===== src/rtl/pc_unit_if.sv =====
// Fetch-stage bus between the pipeline control and pc_unit.
// The master side drives redirect requests, and the slave side returns the PC and RAS status.
interface pc_unit_if #(
    parameter int unsigned WIDTH = 16
);
    logic             stall;
    logic             exc;
    logic             br_taken;
    logic [WIDTH-1:0] br_target;
    logic             jmp;
    logic [WIDTH-1:0] jmp_target;
    logic             call;
    logic [WIDTH-1:0] link_addr;
    logic             ret;
    logic [WIDTH-1:0] pc;
    logic [WIDTH-1:0] pc_next;
    logic             flush;
    logic             ras_empty;
    logic             ras_full;
    logic             ras_ovf;
    logic             ras_unf;

    modport master (
        output stall, exc, br_taken, br_target, jmp, jmp_target, call, link_addr, ret,
        input  pc, pc_next, flush, ras_empty, ras_full, ras_ovf, ras_unf
    );

    modport slave (
        input  stall, exc, br_taken, br_target, jmp, jmp_target, call, link_addr, ret,
        output pc, pc_next, flush, ras_empty, ras_full, ras_ovf, ras_unf
    );
endinterface


===== src/rtl/pc_unit.sv =====
// Fetch program counter with fixed-priority redirects and a circular return-address stack.
module pc_unit #(
    parameter int unsigned WIDTH     = 16,
    parameter int unsigned STEP      = 1,
    parameter int unsigned RESET_VEC = 0,
    parameter int unsigned EXC_VEC   = 32'h0008,
    parameter int unsigned RAS_DEPTH = 4
) (
    input logic     clk,
    input logic     rst,
    pc_unit_if.slave bus
);
    localparam int unsigned PtrW = $clog2(RAS_DEPTH);

    typedef enum logic [2:0] {SelSeq, SelExc, SelStall, SelBr, SelRet, SelJmp} sel_e;

    sel_e             sel;
    logic [WIDTH-1:0] pc_q, pc_d, pc_inc, ras_top;
    logic [PtrW-1:0]  top_q, top_d;
    logic [PtrW:0]    cnt_q, cnt_d;
    logic             flush_q, flush_d;
    logic             ovf_q, ovf_d;
    logic             unf_q, unf_d;
    logic             push;
    logic             empty, full;
    logic [WIDTH-1:0] ras_q [RAS_DEPTH];

    assign pc_inc  = pc_q + WIDTH'(STEP);
    assign ras_top = ras_q[top_q];
    assign empty   = (cnt_q == '0);
    assign full    = (cnt_q == (PtrW+1)'(RAS_DEPTH));

    // Fixed-priority source selection; only the selected request is accepted.
    always_comb begin
        sel = SelSeq;
        if (bus.exc)           sel = SelExc;
        else if (bus.stall)    sel = SelStall;
        else if (bus.br_taken) sel = SelBr;
        else if (bus.ret)      sel = SelRet;
        else if (bus.jmp)      sel = SelJmp;
    end

    // Next PC, RAS pointer/count and status pulses for the selected source.
    always_comb begin
        pc_d    = pc_inc;
        top_d   = top_q;
        cnt_d   = cnt_q;
        push    = 1'b0;
        flush_d = 1'b0;
        ovf_d   = 1'b0;
        unf_d   = 1'b0;
        unique case (sel)
            SelExc: begin
                pc_d    = WIDTH'(EXC_VEC);
                flush_d = 1'b1;
            end
            SelStall: pc_d = pc_q;
            SelBr: begin
                pc_d    = bus.br_target;
                flush_d = 1'b1;
            end
            SelRet: begin
                flush_d = 1'b1;
                if (empty) begin
                    // Underflow falls through to the sequential address.
                    unf_d = 1'b1;
                end else begin
                    pc_d  = ras_top;
                    top_d = top_q - PtrW'(1);
                    cnt_d = cnt_q - (PtrW+1)'(1);
                end
            end
            SelJmp: begin
                pc_d    = bus.jmp_target;
                flush_d = 1'b1;
                if (bus.call) begin
                    push  = 1'b1;
                    top_d = top_q + PtrW'(1);
                    // When full, the advancing pointer lands on the oldest entry.
                    if (full) ovf_d = 1'b1;
                    else      cnt_d = cnt_q + (PtrW+1)'(1);
                end
            end
            default: ;
        endcase
    end

    // Control state; reset clears everything except RAS contents.
    always_ff @(posedge clk or negedge rst) begin
        if (!rst) begin
            pc_q    <= WIDTH'(RESET_VEC);
            top_q   <= '0;
            cnt_q   <= '0;
            flush_q <= 1'b0;
            ovf_q   <= 1'b0;
            unf_q   <= 1'b0;
        end else begin
            pc_q    <= pc_d;
            top_q   <= top_d;
            cnt_q   <= cnt_d;
            flush_q <= flush_d;
            ovf_q   <= ovf_d;
            unf_q   <= unf_d;
        end
    end

    // RAS storage; the contents are never read while the count is zero, so no reset is needed.
    always_ff @(posedge clk) begin
        if (push) ras_q[top_d] <= bus.link_addr;
    end

    assign bus.pc        = pc_q;
    assign bus.pc_next   = pc_d;
    assign bus.flush     = flush_q;
    assign bus.ras_empty = empty;
    assign bus.ras_full  = full;
    assign bus.ras_ovf   = ovf_q;
    assign bus.ras_unf   = unf_q;
endmodule


===== src/flat_wrapper.sv =====
// flat-port wrapper written by rule: the top's interface ports become plain ports
module pc_unit_flat 
#(
    parameter int unsigned WIDTH     = 16,
    parameter int unsigned STEP      = 1,
    parameter int unsigned RESET_VEC = 0,
    parameter int unsigned EXC_VEC   = 32'h0008,
    parameter int unsigned RAS_DEPTH = 4
)
  (clk, rst, bus_stall, bus_exc, bus_br_taken, bus_br_target, bus_jmp, bus_jmp_target, bus_call, bus_link_addr, bus_ret, bus_pc, bus_pc_next, bus_flush, bus_ras_empty, bus_ras_full, bus_ras_ovf, bus_ras_unf);
  pc_unit_if #(.WIDTH(WIDTH)) bus_i ();
  input logic clk;
  input logic rst;
  input wire logic [$bits(bus_i.stall)-1:0] bus_stall;
  input wire logic [$bits(bus_i.exc)-1:0] bus_exc;
  input wire logic [$bits(bus_i.br_taken)-1:0] bus_br_taken;
  input wire logic [$bits(bus_i.br_target)-1:0] bus_br_target;
  input wire logic [$bits(bus_i.jmp)-1:0] bus_jmp;
  input wire logic [$bits(bus_i.jmp_target)-1:0] bus_jmp_target;
  input wire logic [$bits(bus_i.call)-1:0] bus_call;
  input wire logic [$bits(bus_i.link_addr)-1:0] bus_link_addr;
  input wire logic [$bits(bus_i.ret)-1:0] bus_ret;
  output wire logic [$bits(bus_i.pc)-1:0] bus_pc;
  output wire logic [$bits(bus_i.pc_next)-1:0] bus_pc_next;
  output wire logic [$bits(bus_i.flush)-1:0] bus_flush;
  output wire logic [$bits(bus_i.ras_empty)-1:0] bus_ras_empty;
  output wire logic [$bits(bus_i.ras_full)-1:0] bus_ras_full;
  output wire logic [$bits(bus_i.ras_ovf)-1:0] bus_ras_ovf;
  output wire logic [$bits(bus_i.ras_unf)-1:0] bus_ras_unf;
  assign bus_i.stall = bus_stall;
  assign bus_i.exc = bus_exc;
  assign bus_i.br_taken = bus_br_taken;
  assign bus_i.br_target = bus_br_target;
  assign bus_i.jmp = bus_jmp;
  assign bus_i.jmp_target = bus_jmp_target;
  assign bus_i.call = bus_call;
  assign bus_i.link_addr = bus_link_addr;
  assign bus_i.ret = bus_ret;
  assign bus_pc = bus_i.pc;
  assign bus_pc_next = bus_i.pc_next;
  assign bus_flush = bus_i.flush;
  assign bus_ras_empty = bus_i.ras_empty;
  assign bus_ras_full = bus_i.ras_full;
  assign bus_ras_ovf = bus_i.ras_ovf;
  assign bus_ras_unf = bus_i.ras_unf;
  pc_unit #(.WIDTH(WIDTH), .STEP(STEP), .RESET_VEC(RESET_VEC), .EXC_VEC(EXC_VEC), .RAS_DEPTH(RAS_DEPTH)) u_core (.clk(clk), .rst(rst), .bus(bus_i));
endmodule

===== config.mk =====
export PLATFORM = sky130hd
export DESIGN_NAME = pc_unit_flat
export DESIGN_NICKNAME = d
export VERILOG_FILES = /design/src/rtl/pc_unit_if.sv /design/src/rtl/pc_unit.sv /design/src/flat_wrapper.sv
export SDC_FILE = /design/constraint.sdc
export NUM_CORES = 1
export LEC_CHECK = 0
export CAP_MARGIN = 10
export CORE_MARGIN = 5
export CORE_UTILIZATION = 42
export CTS_CLUSTER_SIZE = 12
export DETAILED_ROUTE_END_ITERATION = 10
export MAX_ROUTING_LAYER = met4
export PLACE_DENSITY_LB_ADDON = 0.1
export SYNTH_ARGS = -nofsm -noshare
export SYNTH_HDL_FRONTEND = slang
export SYNTH_SLANG_ARGS = --single-unit

===== constraint.sdc =====
create_clock -name clk -period 3.3 [get_ports clk]
set_input_delay 0.66 -clock clk [delete_from_list [all_inputs] [get_ports clk]]
set_output_delay 0.66 -clock clk [all_outputs]
set_load 0.02 [all_outputs]

-- Yosys cells after proc, flatten, opt, wreduce, memory -nomap -nowiden
Memory sizes are Yosys's and may differ from the RTL's.
Cells that the tools add are included.
- add/sub/neg operators: 5
- eq/ne operators: 9
- mux-type cells: 24
- reduce and logical (&&, ||, !) cells: 4
- operator list (cell ; count):
    $pmux 16 s5 ; 1
    $mux 3 ; 8
    $add 16x1->16 const B ; 1
    $mux 16 ; 1
    $mux 1 ; 10
    $eq 3x3->1 const B ; 3
    $eq 3x2->1 const B ; 2
    $ne 2x2->1 const B ; 3
    $pmux 3 s2 ; 1
    $mux 2 ; 2
    $pmux 2 s2 ; 1
    $reduce_and 4->1 ; 1
    $reduce_or 4->1 ; 1
    $add 3x1->3 const B ; 1
    $eq 3x1->1 const B ; 1
    $logic_not 3->1 ; 1
    $sub 3x1->3 const B ; 1
    $add 2x1->2 const B ; 1
    $reduce_bool 2->1 ; 1
    $sub 2x1->2 const B ; 1
- register bits after elaboration: 24
- RAM bits: 64
- input bits: 56
- output and inout bits: 37
- word-level logic and storage cells: 49
- memories: 1
- memories (memory ; depth ; width ; rd ports ; clocked after memory_dff ; wr ports ; line ; RTL):
    u_core.ras_q ; 4 ; 16 ; 1 ; 0 ; 1 ; pc_unit.sv:26 ; logic [WIDTH-1:0] ras_q [RAS_DEPTH];

-- Logic depth before layout (Yosys ltp)
- depth after elaboration: 9
- mapped depth: 10
- depth with buffers taken out: 7

-- Worst setup path after synthesis
No wires, ideal clock.
- path kind: input-to-reg
- from: input bus_exc
- to: memory u_core.ras_q[1][0], enable pin
- library setup time: 400 ps
- arrival time: 2621 ps
- data required time: 2900 ps
- path slack: 280 ps
- cell stages on the path: 6
- buffers on the path: 2
- cells stage by stage: buf_6 -> or3_1 -> buf_2 -> nor3b_4 -> nand2_4 -> nor4_2
- cells in the longest elaborated chain, start to end: 5
- elaborated cells between the ends (all ways): 7
- classes of those cells: eq/ne: 2; mux: 5
- RTL lines (what ; line ; RTL):
    from (decl) ; flat_wrapper.sv:15 ; input wire logic [$bits(bus_i.exc)-1:0] bus_exc;
    $mux 3 * ; pc_unit.sv:36 ; if (bus.exc) sel = SelExc;
    $eq 3x3->1 ; pc_unit.sv:52 ; unique case (sel)
    $mux 1 ; pc_unit.sv:52 ;
    $mux 1 ; pc_unit.sv:109 ; if (push) ras_q[top_d] <= bus.link_addr;
    $mux 1 (not written as such) ; pc_unit.sv:109 ;
    to (decl) ; pc_unit.sv:26 ;
Every way passes the cells marked *; elsewhere a longest branch is shown, timed or not.

-- Worst setup path in the final report
- from: input bus_stall
- to: output bus_pc_next[7]
- cells in the longest elaborated chain, start to end: 4
- elaborated cells between the ends (all ways): 8
- classes of those cells: eq/ne: 5; mux: 3
- RTL lines (what ; line ; RTL):
    from (decl) ; flat_wrapper.sv:14 ; input wire logic [$bits(bus_i.stall)-1:0] bus_stall;
    $mux 3 * ; pc_unit.sv:37 ; else if (bus.stall) sel = SelStall;
    $mux 3 * ; pc_unit.sv:36 ;
    $eq 3x3->1, or another cell as far along ; pc_unit.sv:52 ;
    $pmux 16 s5 * ; pc_unit.sv:52 ;
    to (decl) ; flat_wrapper.sv:24 ; output wire logic [$bits(bus_i.pc_next)-1:0] bus_pc_next;
Marks and branches as above.

==> results.md <==
- Final setup fails: 0
- Chip Height: ~110 um
- P_int: between 2 and 2.5 mW
- Initial antenna violation count: 0
- Clock power share: 27.8%
- Post-DP HPWL: a little under 7 mm
- Insertion delay to the later sink of the worst-skew pair: around 0.35 ns
- CP Data Required Time: 2.64 ns
- Die area: 0.01156 sq mm
- Post-DR vias/cell: between 5 and 6
- Adder-Cell Fraction of Synth Area: less than 1%
- Critical path data arrival time: 2.55 ns
- Comb power frac: a little over a quarter
- First-pass GRT wire length: between 15 and 20 mm
- Xor and xnor area share after synthesis: roughly 3.7%
- Clock sink count: just under 90
- Switching Fraction: between 20 and 30%
- HP Start: u_core.cnt_q[2]
- Final min period: about 3.2 ns
- Largest family of logic cells by synthesized area: compound AO/OA/AOI/OAI gates
- HP Class: reg -> reg
- Lkg Pwr: 1.908 nW
- Outcome: finished clean
- Final net count: approximately 440
- Root Buffer: clkbuf_8
- Vias: around 2700
- I/O Buffers: 92
- Pre-antenna DRT Iters: 6
- PostCTS Resize Cnt: 16
- Worst-path clk slew: ~0.090 ns
- Tot Pwr: around 3.0 mW
- Syn Std Cell Area: 0.003994 sq mm
- Power Dens Cells: between 500 and 600 mW/mm^2
- VDD IR max: between 0.3 and 0.4 mV
- Reg2reg start: u_core.cnt_q[2]
- Compound-Gate Fraction of Synth Area: roughly 11%
- Max_cap viols: 0
- Wirelength, routed: between 9 and 10 mm
- Ports: 93
- Final slew viol count: 0
- Skew final: between 0.005 and 0.006 ns
- Syn nets: 325
- Final Instance Area: around 0.0055 sq mm
- Grt total ovfl: 0
- Post-Synthesis Cells: 267
- CTS Hold Bufs: 0
- Antenna Nets Post-Route: 0
- Mux contribution to synthesized area: a little under a tenth
- Setup bufs post-CTS: 0
- Most frequent cells in the layout: 76 x clkdlybuf4s50_1, 64 x edfxtp_1, 24 x buf_4, 24 x dfrtp_1, 21 x nand2_1
- Wire per inst: between 15 and 20 um
- P&R area growth vs syn: 37.03%
- Detailed Route Iter0 Violations: approximately 140
- Count of cell types in the netlist: 46
- Final cycle utilization of the critical path: a little over nine tenths
- Initial Utilization: 43.22%
- Slew @ Worst Pin: approximately 0.65 ns
- Fmax: around 0.31 GHz
- Crit-path max FO: 16
- DIE WIDTH: 107.5 um
- Setup TNS: 0 ns
- Yosys warns: 0
- Psw: a little under 0.9 mW
- Post-synth EDFFs: 64
- Ys async rst share: a little over a quarter
- Layout cells sized above 1: roughly 17%
- CP Capture Type: output port
- Area after DPL: about 0.0053 sq mm
- CP startpoint: bus_stall
- CTS tree: done
- Post-synthesis sequential area ratio: a little over three fifths
- # rows: 35
- Reg power frac: a little under half
- RSZ-0062 raised after global routing: no
- Area of the core: around 0.009 sq mm
- Vias in the first global route: 2904
- Largest net degree at the start of global routing: 25
- Clock H-tree levels: 3
- Final hold slack: about 0.6 ns
- Worst Setup Start Kind: input pin
- Layout filler cell count: between 700 and 800
- Post-synthesis register bit count: between 80 and 90
- Multi-input gate area: 0.001369 sq mm
- GR Util All Layers: between 10% and 20%
- Register area: around 0.0025 sq mm
- DRC Markers: 0
- Final Hold Vio Count: 0
- CP Class: in -> out
- Final core utilization: about three fifths
- TritonCTS Buffers: 9
- # diodes: 0
- Synth Flop Type: edfxtp_1
- Syn Area/Cell: between 10 and 15 sq um
- Slew headroom: a little under three fifths
- Most common cell after layout, fill and taps aside: clkdlybuf4s50_1
- Simple logic cell fraction of the synthesized area: about 9.0%
- Clock Tree Buf Depth: 2
- GPL Wtd Cong: approximately 0.80
==> flip-flops by register name, indices dropped and copies added, names as in the netlist <==
register / flops
u_core.cnt_q: 3
u_core.bus.pc: 16
u_core.ras_q: 64
u_core.bus.flush: 1
u_core.bus.ras_ovf: 1
u_core.top_q: 2
u_core.bus.ras_unf: 1
==> power groups by stage <==
stage	combinational [mW]	sequential, mW	clock, mW
floorplan	0.503	1.36	0
global placement	0.839	1.39	0
detailed placement	0.839	1.39	0
CTS	0.827	1.37	0.868
global route	0.887	1.39	0.930
finish	0.817	1.37	0.844
==> through the flow <==
stage | worst slack, ns | cells
after floorplan | 0.2795 | 267
after global placement | -0.1780 | 502
after detailed placement | -0.2297 | 502
after CTS | 0.05654 | 518
after global routing | 0.002683 | 518
final | 0.09241 | 518
==> worst paths after layout <==
path                       cells after the start                 end  slack, ns
max                                            7      bus_pc_next[7]       0.09
min                                            1     u_core.cnt_q[2]       0.59
max reg2reg                                    4  u_core.ras_q[1][7]       1.42
min reg2reg                                    1     u_core.cnt_q[2]       0.59
max in group asynchronous                      2    u_core.bus.pc[8]       2.36
min in group asynchronous                      2    u_core.bus.flush       0.67
==> logic make-up after synthesis <==
| kind of cell | count (synthesis) |
|---|---|
| DFF | 88 |
| muxes | 18 |
| adders and majority gates | 2 |
| xor gates and xnor gates | 17 |
| buffers and inverters | 21 |
| AOI/OAI and AO/OA | 59 |
| and+or+nand+nor | 62 |
==> synthesized netlist by cell type (2+ instances only) <==
master / instances / area [sq um]
clkbuf_1: 7 / 26.28
a2bb2oi_1: 15 / 131.4
o21ai_0: 3 / 15.01
mux4_2: 16 / 360.4
nor4_1: 3 / 18.77
nor2b_1: 2 / 12.51
nand4_1: 3 / 18.77
nand2_1: 21 / 78.83
buf_2: 4 / 20.02
nor3_1: 7 / 35.03
buf_6: 2 / 22.52
nor2_1: 9 / 33.78
edfxtp_1: 64 / 1922
nand3_1: 5 / 25.02
mux2i_1: 2 / 20.02
xnor2_1: 15 / 131.4
xor2_1: 2 / 17.52
o211ai_1: 14 / 105.1
inv_1: 7 / 26.28
a21oi_1: 3 / 15.01
dfrtp_1: 24 / 600.6
a22oi_1: 15 / 112.6
==> layer usage <==
metal  part of all wire [%]  track usage [%]  vias up  routed length [um]
met5                      0                -        -                   0
met1                     47            24.89     1330                4654
met3                    6.3            5.159        5                 621
met4                   0.47            4.058        0                  46
met2                     46            26.95       82                4478
li1                       -                -     1291                   -
==> area by class of cell <==
| class | instances | share of cell area [%] |
|---|---|---|
| clock buffer | 9 | 2.263 |
| tap | 129 | 2.949 |
| inverter | 7 | 0.4801 |
| timing repair buffer | 120 | 21.35 |
| clock inverter | 7 | 1.852 |
| multi-input combinational | 158 | 25.01 |
| sequential | 88 | 46.09 |
==> worst max-delay path: stages <==
cell	delay (ns)
clkdlybuf4s50_1	0.45
or3_1	0.45
nor3b_4	0.24
buf_12	0.18
a2bb2oi_1	0.08
o211ai_1	0.12
dlygate4sd2_1	0.37
(Power assumes the default switching activity.)
